$ cat config.mk
export PLATFORM = sky130hd
export DESIGN_NAME = hamming_encoder_stream
export DESIGN_NICKNAME = d
export VERILOG_FILES = /design/src/rtl/hamming_pkg.sv /design/src/rtl/hamming_sync_fifo.sv /design/src/rtl/hamming_encoder_stream.sv
export SDC_FILE = /design/constraint.sdc
export NUM_CORES = 1
export LEC_CHECK = 0
export CAP_MARGIN = 20
export CELL_PAD_IN_SITES_DETAIL_PLACEMENT = 0
export CELL_PAD_IN_SITES_GLOBAL_PLACEMENT = 2
export CORE_UTILIZATION = 32
export DETAILED_ROUTE_END_ITERATION = 8
export PLACE_DENSITY = 0.86
export SYNTH_ARGS = -nofsm -noshare
export SYNTH_HDL_FRONTEND = slang
export SYNTH_SLANG_ARGS = --single-unit
$ cat constraint.sdc
create_clock -name clk -period 2.07 [get_ports clk]
set_clock_uncertainty 0.15 [all_clocks]
set_input_delay 0.207 -clock clk [delete_from_list [all_inputs] [get_ports clk]]
set_output_delay 0.207 -clock clk [all_outputs]
set_load 0.01 [all_outputs]
$ cat src/rtl/hamming_pkg.sv
// Shared Hamming(7,4) definitions for the encoder stream and decoder.
// Codeword index is Hamming position minus one.
package hamming_pkg;

   localparam int HAM_DATA_W = 4;
   localparam int HAM_CODE_W = 7;

   localparam int P1_IDX = 0;
   localparam int P2_IDX = 1;
   localparam int D0_IDX = 2;
   localparam int P4_IDX = 3;
   localparam int D1_IDX = 4;
   localparam int D2_IDX = 5;
   localparam int D3_IDX = 6;

   typedef struct packed {
      logic                  injected;
      logic [HAM_CODE_W-1:0] code;
   } ham_word_t;

   function automatic logic [HAM_CODE_W-1:0] ham74_encode(
      input logic [HAM_DATA_W-1:0] d
   );
      logic [HAM_CODE_W-1:0] c;
      c         = '0;
      c[D0_IDX] = d[0];
      c[D1_IDX] = d[1];
      c[D2_IDX] = d[2];
      c[D3_IDX] = d[3];
      c[P1_IDX] = d[0] ^ d[1] ^ d[3];
      c[P2_IDX] = d[0] ^ d[2] ^ d[3];
      c[P4_IDX] = d[1] ^ d[2] ^ d[3];
      return c;
   endfunction

   // Syndrome {s4,s2,s1} names the errored Hamming position.
   function automatic logic [2:0] ham74_syndrome(
      input logic [HAM_CODE_W-1:0] c
   );
      logic [2:0] s;
      s[0] = c[0] ^ c[2] ^ c[4] ^ c[6];
      s[1] = c[1] ^ c[2] ^ c[5] ^ c[6];
      s[2] = c[3] ^ c[4] ^ c[5] ^ c[6];
      return s;
   endfunction

   function automatic logic [HAM_DATA_W-1:0] ham74_decode(
      input logic [HAM_CODE_W-1:0] c
   );
      logic [2:0]            s;
      logic [HAM_CODE_W-1:0] f;
      s = ham74_syndrome(c);
      f = c;
      if (s != 3'd0)
         f = c ^ (7'b1 << (s - 3'd1));
      return {f[D3_IDX], f[D2_IDX], f[D1_IDX], f[D0_IDX]};
   endfunction

endpackage

$ cat src/rtl/hamming_sync_fifo.sv
// Synchronous FIFO with wrap-bit pointers; head is always visible on rdata.
// Full blocks push even when a pop happens in the same cycle.
module hamming_sync_fifo #(
   parameter int WIDTH = 8,
   parameter int DEPTH = 4
) (
   input  logic                     clk,
   input  logic                     rst_n,
   input  logic                     push,
   input  logic [WIDTH-1:0]         wdata,
   input  logic                     pop,
   output logic [WIDTH-1:0]         rdata,
   output logic                     full,
   output logic                     empty,
   output logic [$clog2(DEPTH):0]   level
);

   localparam int AW = $clog2(DEPTH);

   logic [WIDTH-1:0] mem [DEPTH];
   logic [AW:0]      wptr;
   logic [AW:0]      rptr;
   logic             do_push;
   logic             do_pop;

   assign full  = (wptr[AW-1:0] == rptr[AW-1:0]) &&
                  (wptr[AW] != rptr[AW]);
   assign empty = (wptr == rptr);
   assign level = wptr - rptr;
   assign rdata = mem[rptr[AW-1:0]];

   assign do_push = push && !full;
   assign do_pop  = pop && !empty;

   always_ff @(posedge clk or negedge rst_n) begin
      if (!rst_n) begin
         wptr <= '0;
         rptr <= '0;
         for (int i = 0; i < DEPTH; i++)
            mem[i] <= '0;
      end else begin
         if (do_push) begin
            mem[wptr[AW-1:0]] <= wdata;
            wptr              <= wptr + 1'b1;
         end
         if (do_pop)
            rptr <= rptr + 1'b1;
      end
   end

endmodule

$ cat src/rtl/hamming_encoder_stream.sv
// Streaming Hamming(7,4) encoder with output FIFO and one-shot
// error injection for link and decoder testing.
module hamming_encoder_stream
   import hamming_pkg::*;
#(
   parameter int DEPTH = 4,
   parameter int CNT_W = 16
) (
   input  logic                   clk,
   input  logic                   rst_n,
   input  logic                   in_valid,
   output logic                   in_ready,
   input  logic [3:0]             in_data,
   input  logic                   inj_valid,
   input  logic [6:0]             inj_mask,
   output logic                   inj_armed,
   output logic                   out_valid,
   input  logic                   out_ready,
   output logic [6:0]             out_code,
   output logic                   out_injected,
   output logic [$clog2(DEPTH):0] fifo_level,
   output logic [CNT_W-1:0]       word_count
);

   logic       ready_en;
   logic       full;
   logic       empty;
   logic       accept;
   logic       pop;
   logic [6:0] mask_q;
   logic [6:0] applied;
   ham_word_t  wr_word;
   ham_word_t  hd_word;

   assign in_ready = ready_en && !full;
   assign accept   = in_valid && in_ready;
   assign applied  = inj_armed ? mask_q : 7'd0;

   assign wr_word.code     = ham74_encode(in_data) ^ applied;
   assign wr_word.injected = |applied;

   assign out_valid    = !empty;
   assign pop          = out_valid && out_ready;
   assign out_code     = hd_word.code;
   assign out_injected = hd_word.injected;

   // Holds in_ready low until the first edge after reset release.
   always_ff @(posedge clk or negedge rst_n) begin
      if (!rst_n)
         ready_en <= 1'b0;
      else
         ready_en <= 1'b1;
   end

   // A new arm wins over consumption so same-cycle arms survive.
   always_ff @(posedge clk or negedge rst_n) begin
      if (!rst_n) begin
         mask_q    <= '0;
         inj_armed <= 1'b0;
      end else if (inj_valid) begin
         mask_q    <= inj_mask;
         inj_armed <= 1'b1;
      end else if (accept) begin
         inj_armed <= 1'b0;
      end
   end

   always_ff @(posedge clk or negedge rst_n) begin
      if (!rst_n)
         word_count <= '0;
      else if (accept)
         word_count <= word_count + 1'b1;
   end

   hamming_sync_fifo #(
      .WIDTH ($bits(ham_word_t)),
      .DEPTH (DEPTH)
   ) u_fifo (
      .clk   (clk),
      .rst_n (rst_n),
      .push  (accept),
      .wdata (wr_word),
      .pop   (pop),
      .rdata (hd_word),
      .full  (full),
      .empty (empty),
      .level (fifo_level)
   );

endmodule

==> results.md <==
- GR Util All Layers: 14.0%
- Syn. warnings: 0
- Netlist area before placement: 2950 um^2
- Finished Layout Cells: 430
- RSZ-0062 raised after global routing: yes
- Count leader, synth: dfrtp_1
- Core Area: 8810 um^2
- FP Rows: 34
- Drt total wl: 6090 um
- Antenna-violating nets left: 0
- CTS max path bufs: 2
- Failing checks: design-rule violations
- # DRC: 2
- Setup Viol. Count Final: 0
- Max cap viols: 0
- RePlAce Congestion: 0.720
- Kind of critical path: register to output port
- P_int: 3.43 mW
- WL per Instance: 14.2 um
- Dominant synthesized flop cell: dfrtp_1
- H-tree levels: 3
- Post-layout net count: 342
- Congestion Overflow GR: 0
- Synth Net Count: 276
- Initial Util: 33.5%
- Combinational fraction of design power: 46.0%
- Endpoints failing hold: 0
- Largest net degree at the start of global routing: 64
- Top cells by count, synth: 63 x dfrtp_1, 46 x nand2_1, 31 x o21ai_0
- Largest area contributor in the netlist: dfrtp_1
- Final HPWL DP: 4170 um
- Register area share after synthesis: 53.5%
- Cell count after synthesis: 251
- Sw Pwr: 1.96 mW
- Status: complete, but fails checks
- Layout cells sized above 1: 23.3%
- FF-to-FF setup slack: 0.21 ns
- Min cycle time layout: 2.03 ns
- Peak Freq: 492 MHz
- Cell variety after synth: 31
- TritonCTS clock tree: built
- Cell Count Post-Placement: 410
- Detailed-route via count: 1,985
- WP data arrival: 1.67 ns
- Area contributors post-synth: dfrtp_1 53%, mux4_2 6.1%, xnor2_1 5.9%, nand2_1 5.9%, o21ai_0 5.3%
- Clk sinks: 63
- Die width: 98.0 um
- Hold_ws: 0.269 ns
- VDD IR max: 0.539 mV
- Top-area cell type share of the netlist area: 53.5%
- Leakage: 1.72 nW
- Number of global-route vias before repair: 2,072
- Seq pwr share: 36.7%
- Ports: 46
- Setup crit end kind: output port
- Reg clk slew, reported paths: 0.07 ns
- Pwr dens: 1400 nW/um^2
- Switching share of power: 36.4%
- Max-slew violations: 0
- Period utilisation layout: 98.1%
- Vias per cell: 4.62
- Worst path required time: 1.71 ns
- Ys async rst share: 100%
- #FFs+latches synth: 63
- DRT Pass-1 Iters: 6
- Antenna violations before repair: 0
- Hold WC Path Type: input pin to async pin
- Chip height: 98.0 um
- Clock Latency Late Sink: 0.33 ns
- Maximum fanout along the worst path: 5
- Fillers: 837
- CTS buffer count: 9
- CP Launch Type: register
- DRT iter0 DRCs: 47
- # diodes: 0
- Port-buffer cells: 45
- CTS Root Cell: clkbuf_8
- EDFF count, synth: 0
- Clk pwr share: 17.3%
- Avg Inst Size Synth: 11.7 um^2
- Area Growth Syn to Fin: 31.2%
- Die area: 9600 um^2
- First-pass GRT wire length: 10,400 um
==> area by class of cell <==
cell class	instances	area, um^2	share of cell area (%)
tap	108	135	3.49
clock buffer	11	141	3.66
timing repair buffer	65	612	15.8
sequential	63	1580	40.8
clock inverter	5	33.8	0.874
inverter	7	26.3	0.679
multi-input combinational	171	1340	34.7
==> cells by family (layout without fill, tap and decap cells) <==
family | Yosys count | after routing | share of synthesized area (%)
and+or+nand+nor | 68 | 68 | 10.2
AOI/OAI and AO/OA | 42 | 42 | 9.17
muxes | 18 | 18 | 9.93
buffers and inverters | 17 | 88 | 2.55
xor gates and xnor gates | 33 | 33 | 10.4
DFF | 63 | 63 | 53.5
other | 1 | 1 | 0.127
adders and majority gates | 9 | 9 | 4.07
==> worst max-delay path, stage by stage, from the launching register on <==
cell and delay [ns]:
dfrtp_2 0.45, buf_4 0.21, mux4_2 0.52, buf_2 0.16
==> routing by layer <==
layer,vias up,share of wire (%),global-route usage (%)
li1,998,-,-
met1,953,49,18.9
met2,32,47,21.5
met3,2,3.5,4.01
met4,0,0.64,4.90
met5,-,0,0
==> state kept, by name, indices dropped and copies added, names as in the netlist <==
name         cells
inj_armed        1
mask_q           7
ready_en         1
u_fifo.mem      32
u_fifo.rptr      3
u_fifo.wptr      3
word_count      16
==> placed cells by master (no fill, tap or decap), types with 2 or more instances in the layout <==
cell type	netlist	routed
xor2_1	12	12
xnor2_1	20	20
and3_1	2	2
inv_1	7	7
buf_12	0	3
dfrtp_1	63	62
dlygate4sd2_1	0	2
nor3_1	5	5
clkdlybuf4s50_1	0	31
ha_1	8	6
mux2_2	10	10
clkinvlp_4	0	2
ha_4	0	2
buf_4	2	15
nand4_1	4	4
mux4_2	8	8
clkbuf_8	0	10
clkinv_2	0	2
buf_2	3	10
nand2_1	46	45
o2111ai_2	3	5
nand3_1	6	6
o21ai_0	31	31
nor2_1	2	2
==> what timing repair did <==
item                                    4_1_cts  5_1_grt
hold buffers                                  1        0
cloned                                        1        0
endpoints found under the hold margin        63        0
setup buffers                                 3        0
pin swaps                                     2        2
resized for setup                            47        4
endpoints found under the setup margin       12        6
==> path summary, 6_finish.rpt <==
path	startpoint	end	depth (start not counted)
max	u_fifo.rptr[0]	out_injected	3
min	rst_n	mask_q[5]	3
max reg2reg	u_fifo.rptr[0]	word_count[14]	5
min reg2reg	word_count[15]	word_count[15]	1
min in group clk	word_count[15]	word_count[15]	1
max in group asynchronous	rst_n	word_count[13]	3
==> power by group through the flow <==
stage	Clock, mW	Combinational (mW)	Sequential (mW)
final	0.934	2.48	1.98
after global routing	1.03	2.77	2.04
after CTS	0.968	2.55	1.96
after detailed placement	0	2.53	1.98
after global placement	0	2.50	1.96
after floorplan	0	1.41	1.93
==> stage by stage <==
step	utilization, %	TNS (ns)	power [mW]	area, um^2	setup slack, ns
5_1_grt	43.9	-0.0986	5.85	3870	-0.0244
6_report	43.9	0	5.40	3870	0.0384
3_3_place_gp	41.5	0	4.45	3650	0.0424
2_1_floorplan	-	0	3.34	2960	0.0427
4_1_cts	43.9	0	5.48	3870	0.00885
3_5_place_dp	41.5	0	4.51	3650	0.00501
Note: power is estimated with default switching activity, not from simulation.
